**config.mk**
```make
export PLATFORM = sky130hd
export DESIGN_NAME = sigma_delta_dac
export DESIGN_NICKNAME = d
export VERILOG_FILES = /design/src/rtl/sigma_delta_pkg.sv /design/src/rtl/sd_modulator.sv /design/src/rtl/sigma_delta_dac.sv
export SDC_FILE = /design/constraint.sdc
export NUM_CORES = 1
export LEC_CHECK = 0
export ABC_CLOCK_PERIOD_IN_PS = 3700
export CORE_MARGIN = 1
export CORE_UTILIZATION = 39
export DETAILED_ROUTE_END_ITERATION = 8
export SLEW_MARGIN = 40
export SYNTH_ARGS = -nofsm -noshare
export SYNTH_HDL_FRONTEND = slang
export SYNTH_HIERARCHICAL = 1
export SYNTH_SLANG_ARGS = --single-unit
```
**constraint.sdc**
```tcl
create_clock -name clk -period 3.7 [get_ports clk]
set_clock_uncertainty 0.2 [all_clocks]
set_input_delay 1.11 -clock clk [delete_from_list [all_inputs] [get_ports clk]]
set_output_delay 1.11 -clock clk [all_outputs]
set_load 0.005 [all_outputs]
```
**src/rtl/sigma_delta_pkg.sv**
```systemverilog
// Shared constants and types for the sigma-delta DAC.
// CIC register growth and modulator integrator headroom.
package sigma_delta_pkg;

    localparam int MOD1_HEADROOM = 3;
    localparam int MOD2_HEADROOM = 4;
    localparam int DEF_WDTH      = 16;

    typedef struct packed {
        logic [DEF_WDTH-1:0] data;
        logic                valid;
    } dac_req_t;

    function automatic int cic_growth(input int bosr, input int stages);
        return stages * $clog2(bosr);
    endfunction

endpackage

```
**src/rtl/sd_modulator.sv**
```systemverilog
// First- or second-order delta-sigma modulator producing the PDM bit.
// Integrators saturate so an overdriven input can never wrap.
module sd_modulator
    import sigma_delta_pkg::*;
#(
    parameter int MOD_ORDER = 1,
    parameter int WDTH      = 16
) (
    input  logic                  clk,
    input  logic                  rst_n,
    input  logic signed [WDTH+1:0] m_i,
    output logic                  pin_o
);

    localparam int HR = (MOD_ORDER == 2) ? MOD2_HEADROOM : MOD1_HEADROOM;
    localparam int AW = WDTH + HR;
    localparam int XW = AW + 2;
    localparam logic signed [XW-1:0] FS   = XW'(2 ** (WDTH - 1));
    localparam logic signed [XW-1:0] AMAX = XW'(2 ** (AW - 1) - 1);
    localparam logic signed [XW-1:0] AMIN = ~AMAX;

    logic              pin_q;
    logic              pos;
    logic signed [XW-1:0] y;
    logic signed [XW-1:0] mx;

    function automatic logic signed [AW-1:0] sat(
        input logic signed [XW-1:0] s
    );
        if (s > AMAX) return AMAX[AW-1:0];
        if (s < AMIN) return AMIN[AW-1:0];
        return s[AW-1:0];
    endfunction

    assign y  = pin_q ? FS : -FS;
    assign mx = XW'(m_i);

    generate
        if (MOD_ORDER == 2) begin : g_o2
            logic signed [AW-1:0] i1_q, i1_d, i2_q, i2_d;

            // i2 integrates the freshly updated i1: NTF (1-z^-1)^2
            always_comb begin
                i1_d = sat(XW'(i1_q) + mx - y);
                i2_d = sat(XW'(i2_q) + XW'(i1_d) - y);
            end

            always_ff @(posedge clk or negedge rst_n) begin
                if (!rst_n) begin
                    i1_q <= '0;
                    i2_q <= '0;
                end else begin
                    i1_q <= i1_d;
                    i2_q <= i2_d;
                end
            end

            assign pos = !i2_d[AW-1];
        end else begin : g_o1
            logic signed [AW-1:0] acc_q, acc_d;

            assign acc_d = sat(XW'(acc_q) + mx - y);

            always_ff @(posedge clk or negedge rst_n) begin
                if (!rst_n) acc_q <= '0;
                else        acc_q <= acc_d;
            end

            assign pos = !acc_d[AW-1];
        end
    endgenerate

    always_ff @(posedge clk or negedge rst_n) begin
        if (!rst_n) pin_q <= 1'b0;
        else        pin_q <= pos;
    end

    assign pin_o = pin_q;

endmodule

```
**src/rtl/sigma_delta_dac.sv**
```systemverilog
// PCM-to-PDM DAC: one-entry input buffer, CIC interpolator by BOSR,
// and a delta-sigma modulator driving the output pin.
module sigma_delta_dac
    import sigma_delta_pkg::*;
#(
    parameter int BOSR       = 256,
    parameter int WDTH       = 16,
    parameter int CIC_STAGES = 2,
    parameter int MOD_ORDER  = 1
) (
    input  logic            clk,
    input  logic            rst_n,
    input  logic [WDTH-1:0] dac_input,
    input  logic            dac_valid,
    output logic            dac_ready,
    output logic            dac_pin,
    output logic            dac_underrun
);

    localparam int PW = $clog2(BOSR);
    localparam int IW = WDTH + cic_growth(BOSR, CIC_STAGES);
    localparam int SH = (CIC_STAGES - 1) * PW;
    localparam int MW = WDTH + 2;
    localparam logic [PW-1:0] LAST = PW'(BOSR - 1);

    logic [PW-1:0]   cnt_q;
    logic            tick;
    logic            accept;
    logic [WDTH-1:0] buf_q;
    logic [WDTH-1:0] hold_q;
    logic [WDTH-1:0] smp;
    logic            full_q;
    logic            tick_q;
    logic            urun_q;

    logic signed [IW-1:0] dly_q [CIC_STAGES];
    logic signed [IW-1:0] stg   [CIC_STAGES+1];
    logic signed [IW-1:0] comb_q;
    logic signed [IW-1:0] int_q [CIC_STAGES];
    logic signed [MW-1:0] m;

    assign tick      = (cnt_q == LAST);
    assign accept    = dac_valid && !full_q;
    assign dac_ready = !full_q;
    assign smp       = full_q ? buf_q : hold_q;

    always_ff @(posedge clk or negedge rst_n) begin
        if (!rst_n) cnt_q <= '0;
        else        cnt_q <= tick ? '0 : cnt_q + 1'b1;
    end

    // An accept on an empty-buffer tick still lands; the tick reuses hold_q
    always_ff @(posedge clk or negedge rst_n) begin
        if (!rst_n) begin
            buf_q  <= '0;
            full_q <= 1'b0;
            hold_q <= '0;
            tick_q <= 1'b0;
            urun_q <= 1'b0;
        end else begin
            if (accept) begin
                buf_q  <= dac_input;
                full_q <= 1'b1;
            end else if (tick) begin
                full_q <= 1'b0;
            end
            if (tick) hold_q <= smp;
            tick_q <= tick;
            urun_q <= tick && !full_q;
        end
    end

    always_comb begin
        stg[0] = IW'($signed(smp));
        for (int i = 0; i < CIC_STAGES; i++) begin
            stg[i+1] = stg[i] - dly_q[i];
        end
    end

    always_ff @(posedge clk or negedge rst_n) begin
        if (!rst_n) begin
            for (int i = 0; i < CIC_STAGES; i++) dly_q[i] <= '0;
            comb_q <= '0;
        end else if (tick) begin
            for (int i = 0; i < CIC_STAGES; i++) dly_q[i] <= stg[i];
            comb_q <= stg[CIC_STAGES];
        end
    end

    // Zero-stuffed input: comb_q enters only in the cycle after a tick
    always_ff @(posedge clk or negedge rst_n) begin
        if (!rst_n) begin
            for (int i = 0; i < CIC_STAGES; i++) int_q[i] <= '0;
        end else begin
            int_q[0] <= int_q[0] + (tick_q ? comb_q : '0);
            for (int i = 1; i < CIC_STAGES; i++) begin
                int_q[i] <= int_q[i] + int_q[i-1];
            end
        end
    end

    assign m = int_q[CIC_STAGES-1][SH +: MW];

    sd_modulator #(
        .MOD_ORDER (MOD_ORDER),
        .WDTH      (WDTH)
    ) u_mod (
        .clk   (clk),
        .rst_n (rst_n),
        .m_i   (m),
        .pin_o (dac_pin)
    );

    assign dac_underrun = urun_q;

endmodule
```
Yosys cells after proc, flatten, opt, wreduce, memory -nomap -nowiden
Cells that the tools add are included.
{"block": "word_totals", "input_bits": 19, "reg_bits": 192, "word_cells": 41, "output_inout_bits": 3}
{"block": "classes", "eq_ne": 1, "n_addsub": 7, "magnitude_cmp": 2, "muxes": 13, "n_reduce_logical": 5}
{"op": "$mux W19", "n": 4}
{"op": "$add A32 B32 Y32", "n": 2}
{"op": "$mux W32", "n": 1}
{"op": "$gt A21 B19 Y1 const B", "n": 1}
{"op": "$lt A21 B19 Y1 const B", "n": 1}
{"op": "$mux W21", "n": 1}
{"op": "$sub A21 B21 Y21", "n": 1}
{"op": "$add A19 B18 Y20", "n": 1}
{"op": "$sub A17 B17 Y18", "n": 1}
{"op": "$sub A16 B16 Y17", "n": 1}
{"op": "$mux W16", "n": 1}
{"op": "$add A8 B1 Y8 const B", "n": 1}
{"op": "$eq A8 B8 Y1 const B", "n": 1}
{"op": "$mux W8", "n": 1}
{"op": "$mux W1", "n": 5}
{"op": "$logic_and A1 B1 Y1", "n": 2}
{"op": "$logic_not A1 Y1", "n": 2}
{"op": "$reduce_bool A2 Y1", "n": 1}

Depth between registers and ports, before layout
Gate-level depths: netlist of run 1.
{"block": "logic_depth", "depth_word": 8, "mapped_depth": 20, "ltp_nobuf": 18}

Hierarchy
Netlist of run 1, hierarchy kept.
{"module": "sigma_delta_dac", "instances": 1, "cells_each": 966, "seq_area_each_um2": 3253.1, "area_each_um2": 8715.9}
{"module": "sd_modulator", "instances": 1, "cells_each": 272, "seq_area_each_um2": 500.5, "area_each_um2": 2219.6}

Worst setup path after synthesis of run 1
OpenSTA, ideal clock, no wires.
{"block": "synth_path", "path_type": "flip-flop to flip-flop", "from": "register full_q", "to": "register comb_q[15]", "period_less_slack_ns": 4.112, "setup_ns": 0.069, "slack_ns": -0.412, "n_path_buf": 3, "required_time_ns": 3.431, "stages_incl_launch_ff": 19, "arrival_ns": 3.843, "cell_sequence": "dfrtp_1 -> clkbuf_1 -> clkbuf_1 -> nand2_1 -> o21ai_0 -> fa_1 -> a21o_1 -> a21oi_1 -> o21ai_1 -> nand2_1 -> o21ai_0 -> xnor2_1 -> ha_1 -> clkbuf_1 -> and3_1 -> nand4_1 -> o211a_1 -> or4_1 -> nand3_1"}
{"element": "start, declared", "line_no": "sigma_delta_dac.sv:32", "rtl": "logic full_q;"}
{"element": "start signal, assigned", "line_no": "sigma_delta_dac.sv:56", "rtl": "full_q <= 1'b0;"}
{"element": "start signal, assigned", "line_no": "sigma_delta_dac.sv:63", "rtl": "full_q <= 1'b1;"}
{"element": "start signal, assigned", "line_no": "sigma_delta_dac.sv:65", "rtl": "full_q <= 1'b0;"}
{"element": "end signal, assigned", "line_no": "sigma_delta_dac.sv:86", "rtl": "comb_q <= stg[CIC_STAGES];"}
{"element": "end, declared", "line_no": "sigma_delta_dac.sv:38", "rtl": "logic signed [IW-1:0] comb_q;"}

==> metrics.csv, run 1 <==
stage,metric,value,unit
place,dp_hpwl,16700,um
route,drc,0,
route,drt_wl_total,22700,um
final_layout,final_common_cell,dfrtp_1,
logic_synthesis,synth_area,10900,sq um
setup_path,crit_required,3.87,ns
final_layout,fin_nets,1471,
global_route,track_usage,16.9,%
floorplan,coreArea,27300,sq um
logic_synthesis,avgSynthCellArea,8.83,sq um
timing,fin_ws,-0.0861,ns
clock_network,root_buffer,clkbuf_16,
pwr,powerDensity,552,nW/um^2
global_route,gr-total-overflow,0,
floorplan,rows,60,
place,finalWeightedCongestion,0.856,
setup_path,cp_num_buf_inv,2,
route,routed_via_density,5.08,
clock_network,cts_buffers,17,
timing,setup_viol,7,
pwr,max-vdd-ir-drop,0.301,mV
logic_synthesis,syn-instance-count,1238,
global_route,grt_pass1_vias,8761,
floorplan,dieArea,28700,sq um
clock_network,htree_levels,4,
timing,finalCriticalPeriod,3.79,ns
route,antenna_left,0,
global_route,antenna_found_initial,0,
route,dr.pass1.iters,4,
setup_path,crit_chain,"mux2i_2, ha_2, inv_2, fa_2, a21o_1, a21oi_2, buf_4, o21bai_1, a21oi_1, xnor2_1, ha_2, and4_1, o211ai_1, nand2_1, or4_1, nand3_1",
logic_synthesis,synth_nets,1383,
logic_synthesis,synth_edf_count,0,
logic_synthesis,synth-seq-cells,150,
place,numPortBuffers,21,
logic_synthesis,yosys.area.top_type,dfrtp_1,
setup_path,path_class,reg -> reg,
logic_synthesis,synthDistinctLibCells,76,
global_route,grt_first_pass_wirelength,39700,um
final_layout,antennaDiodeCount,0,
clock_network,tritoncts,done,
logic_synthesis,netlist_top_cells_area,"dfrtp_1 (34%), ha_1 (14%), inv_1 (5.1%)",
route,wl_per_cell,13.3,um
setup_path,cp-end-kind,register,
setup_path,cp_data_arrival_time,3.95,ns
setup_path,cpMaxStageDelayCell,or4_1,
timing,hold_viol_final,0,
clock_network,postCtsHoldBufs,0,
clock_network,clk-insertion-delay-late,0.43,ns
final_layout,most-common-layout-cells,"dfrtp_1 (149), inv_1 (146), ha_1 (114)",
hold_path,hp-class,reg -> reg,
logic_synthesis,netlist.area_leader.share,34.3,%
final_layout,fillCellCount,2626,
place,dpl_worst_slack,-0.122,ns
clock_network,clockBufferDepth,2,
final_layout,syn_to_final_growth,18.4,%
floorplan,die_x,169,um
floorplan,ios,22,
setup_path,cp-start-kind,register,
floorplan,fp.dieH,169,um
setup_path,critPathMaxFanout,5,
pwr,p_leak,0.00615,uW
timing,rsz0062_at_grt,yes,
timing,drv_slew,0,
job,maxCapViolations,0,
logic_synthesis,async_flop_share,100,%
timing,worst_pin_slew,0.680,ns
timing,maxSlewHeadroom,54.4,%
run_status,outcome,finished with violations,
setup_path,critPathMostFrequentCell,ha_2,
clock_network,clk_pin_slew_worst_paths,0.07,ns
route,route.vias.total,8688,
logic_synthesis,ys_warn_count,6,
logic_synthesis,synth-main-ff-cell,dfrtp_1,
floorplan,start_util,40.1,%
setup_path,critPathMaxStageDelay,0.52,ns
run_status,violations,negative setup slack,
timing,finalCritPeriodShare,102,%
clock_network,cts.sinks,150,
timing,fmax,0.264,GHz
global_route,grt_max_degree,64,
route,drt-initial-drc-count,340,
pwr,power.total,7140,uW
final_layout,drive_gt1_share,15.5,%
logic_synthesis,yosysSeqAreaShare,34.3,%
setup_path,path_delay_family,adder cells,
[cell type report]
type / instances / area, sq um / share of cell area [%]
multi-input cells: 904 / 6720 / 51.9
flip-flops and latches: 150 / 3750 / 29.0
repair buffers: 104 / 862 / 6.66
inverters: 149 / 559 / 4.32
well taps: 372 / 465 / 3.59
clock buffers: 17 / 425 / 3.29
clock inverters: 15 / 166 / 1.29
[final timing paths]
check                           slack (ns)    endpoint      start  cells after the start
worst max-delay path                 -0.09  comb_q[11]     full_q                     16
worst min-delay path                  0.27   comb_q[1]  comb_q[1]                      2
worst max register to register       -0.09  comb_q[11]     full_q                     16
worst min register to register        0.27   comb_q[1]  comb_q[1]                      2
max in group asynchronous             2.11      full_q      rst_n                      2
min in group asynchronous             0.49    int_q[2]      rst_n                      1
[flip-flops by register name, indices dropped and copies added, names as in the netlist]
name / count
buf_q: 16
cnt_q: 8
comb_q: 18
tick_q: 1
dac_underrun: 1
dly_q: 33
full_q: 1
u_mod/pin_o: 1
int_q: 52
u_mod/g_o1.acc_q: 19
[worst register-to-register path: stages, from the launching register on]
cell	delay, ns
dfrtp_2	0.42
mux2i_2	0.25
ha_2	0.22
inv_2	0.04
fa_2	0.36
a21o_1	0.17
a21oi_2	0.16
buf_4	0.15
o21bai_1	0.06
a21oi_1	0.17
xnor2_1	0.17
ha_2	0.34
and4_1	0.17
o211ai_1	0.13
nand2_1	0.11
or4_1	0.52
nand3_1	0.09
[synthesized netlist by cell type, drive strengths merged, types with 6 or more instances]
cell,number
a211oi,11
a21o,23
a21oi,84
a31oi,13
and2,19
and3,9
buf,7
clkbuf,28
dfrtp,150
fa,7
ha,119
inv,148
mux2,21
nand2,106
nand2b,10
nand3,27
nand4,10
nor2,67
nor2b,14
nor3,22
o2111ai,8
o211ai,22
o21a,20
o21ai,113
o21bai,14
o311ai,6
o31ai,10
xnor2,55
xor2,24
[through the flow]
step	area (sq um)	hold slack, ns	util (%)	cells	TNS (ns)
finish	12900	0.274	47.5	1711	-0.372
global route	12900	0.301	47.5	1711	-2.18
CTS	12800	0.280	47.0	1708	-0.240
detailed placement	12100	0.263	44.3	1674	-0.878
global placement	12100	0.260	44.3	1674	-0.419
floorplan	11000	0.241	-	1238	-0.0464
[logic make-up (layout without fill, tap and decap cells)]
logic type                 count (synthesis)  count (layout)  synth area share [%]
AOI/OAI and AO/OA                        361             361                  21.7
and+or+nand+nor                          314             314                  13.8
buffers and inverters                    184             285                  6.52
DFF                                      150             150                  34.3
adders and majority gates                126             126                  14.9
xor gates and xnor gates                  79              79                  6.33
muxes                                     24              24                  2.44
[where the power goes]
part	switching, uW	leakage, uW	internal, uW
Combinational	1790	0.00383	1830
Clock	761	0.000293	1010
Sequential	40.3	0.00202	1710
[what timing repair did]
action | 4_1_cts | 5_1_grt
setup endpoints to repair | 10 | 11
pin swaps | 16 | 16
buffers inserted | 2 | 3
resized for setup | 31 | 32
[layer usage]
metal | vias to the layer above | track usage, % | routed length, um
li1 | 4534 | - | -
met1 | 4034 | 21.0 | 10800
met2 | 92 | 29.4 | 11000
met3 | 28 | 2.68 | 456
met4 | 0 | 6.46 | 387
met5 | - | 0 | 0
(Power assumes the default switching activity.)
==> inputs of run 2 (changes only) <==
==> constraint.sdc (replaced) <==
create_clock -name clk -period 3.7 [get_ports clk]
set_clock_uncertainty 0.2 [all_clocks]
set_input_delay 1.11 -clock clk [delete_from_list [all_inputs] [get_ports clk]]
set_output_delay 1.11 -clock clk [all_outputs]
set_load 0.1 [all_outputs]
==> metrics.csv, run 2 (synthesis gave the netlist of run 1 again) <==
stage,metric,value,unit
final_layout,largest_reg_flops,52,
pwr,powerDensity,558,nW/um^2
final_layout,antennaDiodeCount,0,
job,maxCapViolations,0,
setup_path,rrSetupSlack,-0.13,ns
timing,maxSlewHeadroom,56.7,%
global_route,grt_first_pass_wirelength,39500,um
timing,hold_viol_final,0,
global_route,gr-total-overflow,0,
route,drt_wl_total,22700,um
route,drc,0,
timing,drv_slew,0,
setup_path,cp-end-kind,register,
global_route,grt_max_degree,65,
clock_network,postCtsHoldBufs,0,
clock_network,clk-insertion-delay-late,0.43,ns
route,routed_via_density,5.10,
clock_network,clockBufferDepth,2,
hold_path,min_from,comb_q[2],
route,wl_per_cell,13.2,um
floorplan,die_x,169,um
final_layout,regMostFlops,int_q,
final_layout,fillCellCount,2568,
pwr,switching_share,36.8,%
setup_path,path_class,reg -> reg,
run_status,outcome,finished with violations,
setup_path,r2r_start,full_q,
route,dr.pass1.iters,5,
final_layout,drive_gt1_share,16.9,%
final_layout,final_common_cell,dfrtp_1,
timing,finalCriticalPeriod,3.83,ns
clock_network,htree_levels,4,
route,route.vias.total,8797,
setup_path,crit_required,3.86,ns
hold_path,hp-class,reg -> reg,
hold_path,hold-path-cell-count,2,
pwr,p_switching,2700,uW
pwr,seq_power_share,23.8,%
setup_path,r2r-end,comb_q[15],
setup_path,crit_path_start,full_q,
setup_path,cp_data_arrival_time,3.99,ns
pwr,p_leak,0.00624,uW
global_route,track_usage,16.6,%
pwr,p_clk_share,24.6,%
timing,fmax,0.261,GHz
setup_path,reg2reg_depth,17,
route,antenna_left,0,
global_route,antenna_found_initial,0,
clock_network,root_buffer,clkbuf_16,
hold_path,holdPathEnd,comb_q[2],
global_route,grt_pass1_vias,8731,
clock_network,clk_pin_slew_worst_paths,0.07,ns
floorplan,fp.dieH,169,um
place,finalWeightedCongestion,0.879,
final_layout,fin_nets,1485,
timing,setup_viol,6,
pwr,max-vdd-ir-drop,0.337,mV
floorplan,start_util,40.1,%
place,dp_hpwl,17000,um
floorplan,coreArea,27300,sq um
route,drt-initial-drc-count,309,
timing,worst_pin_slew,0.650,ns
pwr,power.total,7340,uW
final_layout,largestRegisters,"int_q: 52 flops, dly_q: 33 flops, u_mod/g_o1.acc_q: 19 flops",
timing,fin_ws,-0.133,ns
clock_network,cts.sinks,150,
place,dpl_worst_slack,-0.232,ns
place,numPortBuffers,21,
setup_path,critPathMaxFanout,5,
pwr,comb_power_share,51.6,%
pwr,p_int,4640,uW
floorplan,dieArea,28700,sq um
setup_path,cp-start-kind,register,
floorplan,ios,22,
final_layout,syn_to_final_growth,20.3,%
run_status,violations,negative setup slack,
clock_network,cts_buffers,17,
clock_network,tritoncts,done,
timing,rsz0062_at_grt,yes,
final_layout,most-common-layout-cells,"dfrtp_1 (148), inv_1 (147), ha_1 (113)",
floorplan,rows,60,
timing,finalCritPeriodShare,104,%
-- run 2: critical path, cell delays in order, from the launching register on --
cell and delay [ns]:
dfrtp_2 0.43, mux2i_2 0.25, ha_2 0.22, inv_2 0.04, fa_2 0.34, a21o_1 0.17
a21oi_2 0.17, buf_4 0.15, o21bai_1 0.06, a21oi_1 0.16, xnor2_1 0.12, ha_2 0.37
nor2_2 0.05, nor2_1 0.13, o41ai_2 0.11, o211a_1 0.24, or4_1 0.47, nand3_1 0.09
-- run 2: routing by layer --
layer	share of wire, %	wire [um]	global-route usage (%)
met4	1.1	255	4.03
met3	2.3	522	2.75
met2	49	11200	29.5
met5	0	0	0
met1	47	10800	20.9
-- run 2: how the worst max path moves through the flow --
stage,to,slack [ns],depth (start not counted)
after global routing,comb_q[15],-0.30,14
final,comb_q[15],-0.13,17
after floorplan,comb_q[15],-0.07,18
after detailed placement,comb_q[15],-0.23,16
after global placement,comb_q[14],-0.11,18
after CTS,comb_q[15],-0.18,16
-- run 2: through the flow --
step | setup TNS (ns) | hold WS, ns | instances | area [sq um] | utilization, %
floorplan | -0.131 | 0.241 | 1238 | 11000 | -
global placement | -0.581 | 0.259 | 1679 | 12100 | 44.6
detailed placement | -1.30 | 0.267 | 1679 | 12100 | 44.6
CTS | -0.538 | 0.282 | 1718 | 12900 | 47.4
global route | -1.92 | 0.291 | 1725 | 13200 | 48.3
finish | -0.423 | 0.281 | 1725 | 13200 | 48.3
-- run 2: cell type report --
cell class	count	area, sq um	share of cell area, %
clock buffer	17	425	3.23
clock inverter	15	185	1.41
inverter	149	559	4.25
multi-input combinational	904	6760	51.4
sequential	150	3760	28.6
tap	372	465	3.54
timing repair buffer	118	997	7.58
-- run 2: repair_timing --
| item | in CTS | in global routing |
|---|---|---|
| gates resized for setup | 24 | 48 |
| setup endpoints to repair | 10 | 11 |
| setup buffers | 7 | 8 |
| pin swaps | 15 | 32 |
| hold endpoints to repair | 0 | 0 |
-- run 2: power by group through the flow --
stage                     clock [uW]  sequential, uW  combinational [uW]
final                           1800            1750                3790
after global routing            1930            1760                4120
after CTS                       1860            1750                3360
after detailed placement           0            1780                3070
after global placement             0            1780                3060
after floorplan                    0            1760                1880
==> inputs of run 3 (changes only) <==
--- a/config.mk
+++ b/config.mk
@@ -8,6 +8,7 @@
 export ABC_CLOCK_PERIOD_IN_PS = 3700
 export CORE_MARGIN = 1
 export CORE_UTILIZATION = 39
+export CTS_CLUSTER_DIAMETER = 40
 export DETAILED_ROUTE_END_ITERATION = 8
 export SLEW_MARGIN = 40
 export SYNTH_ARGS = -nofsm -noshare
==> results of run 3 <==
No change in the layout: final DEF, timing and power equal those of run 2.
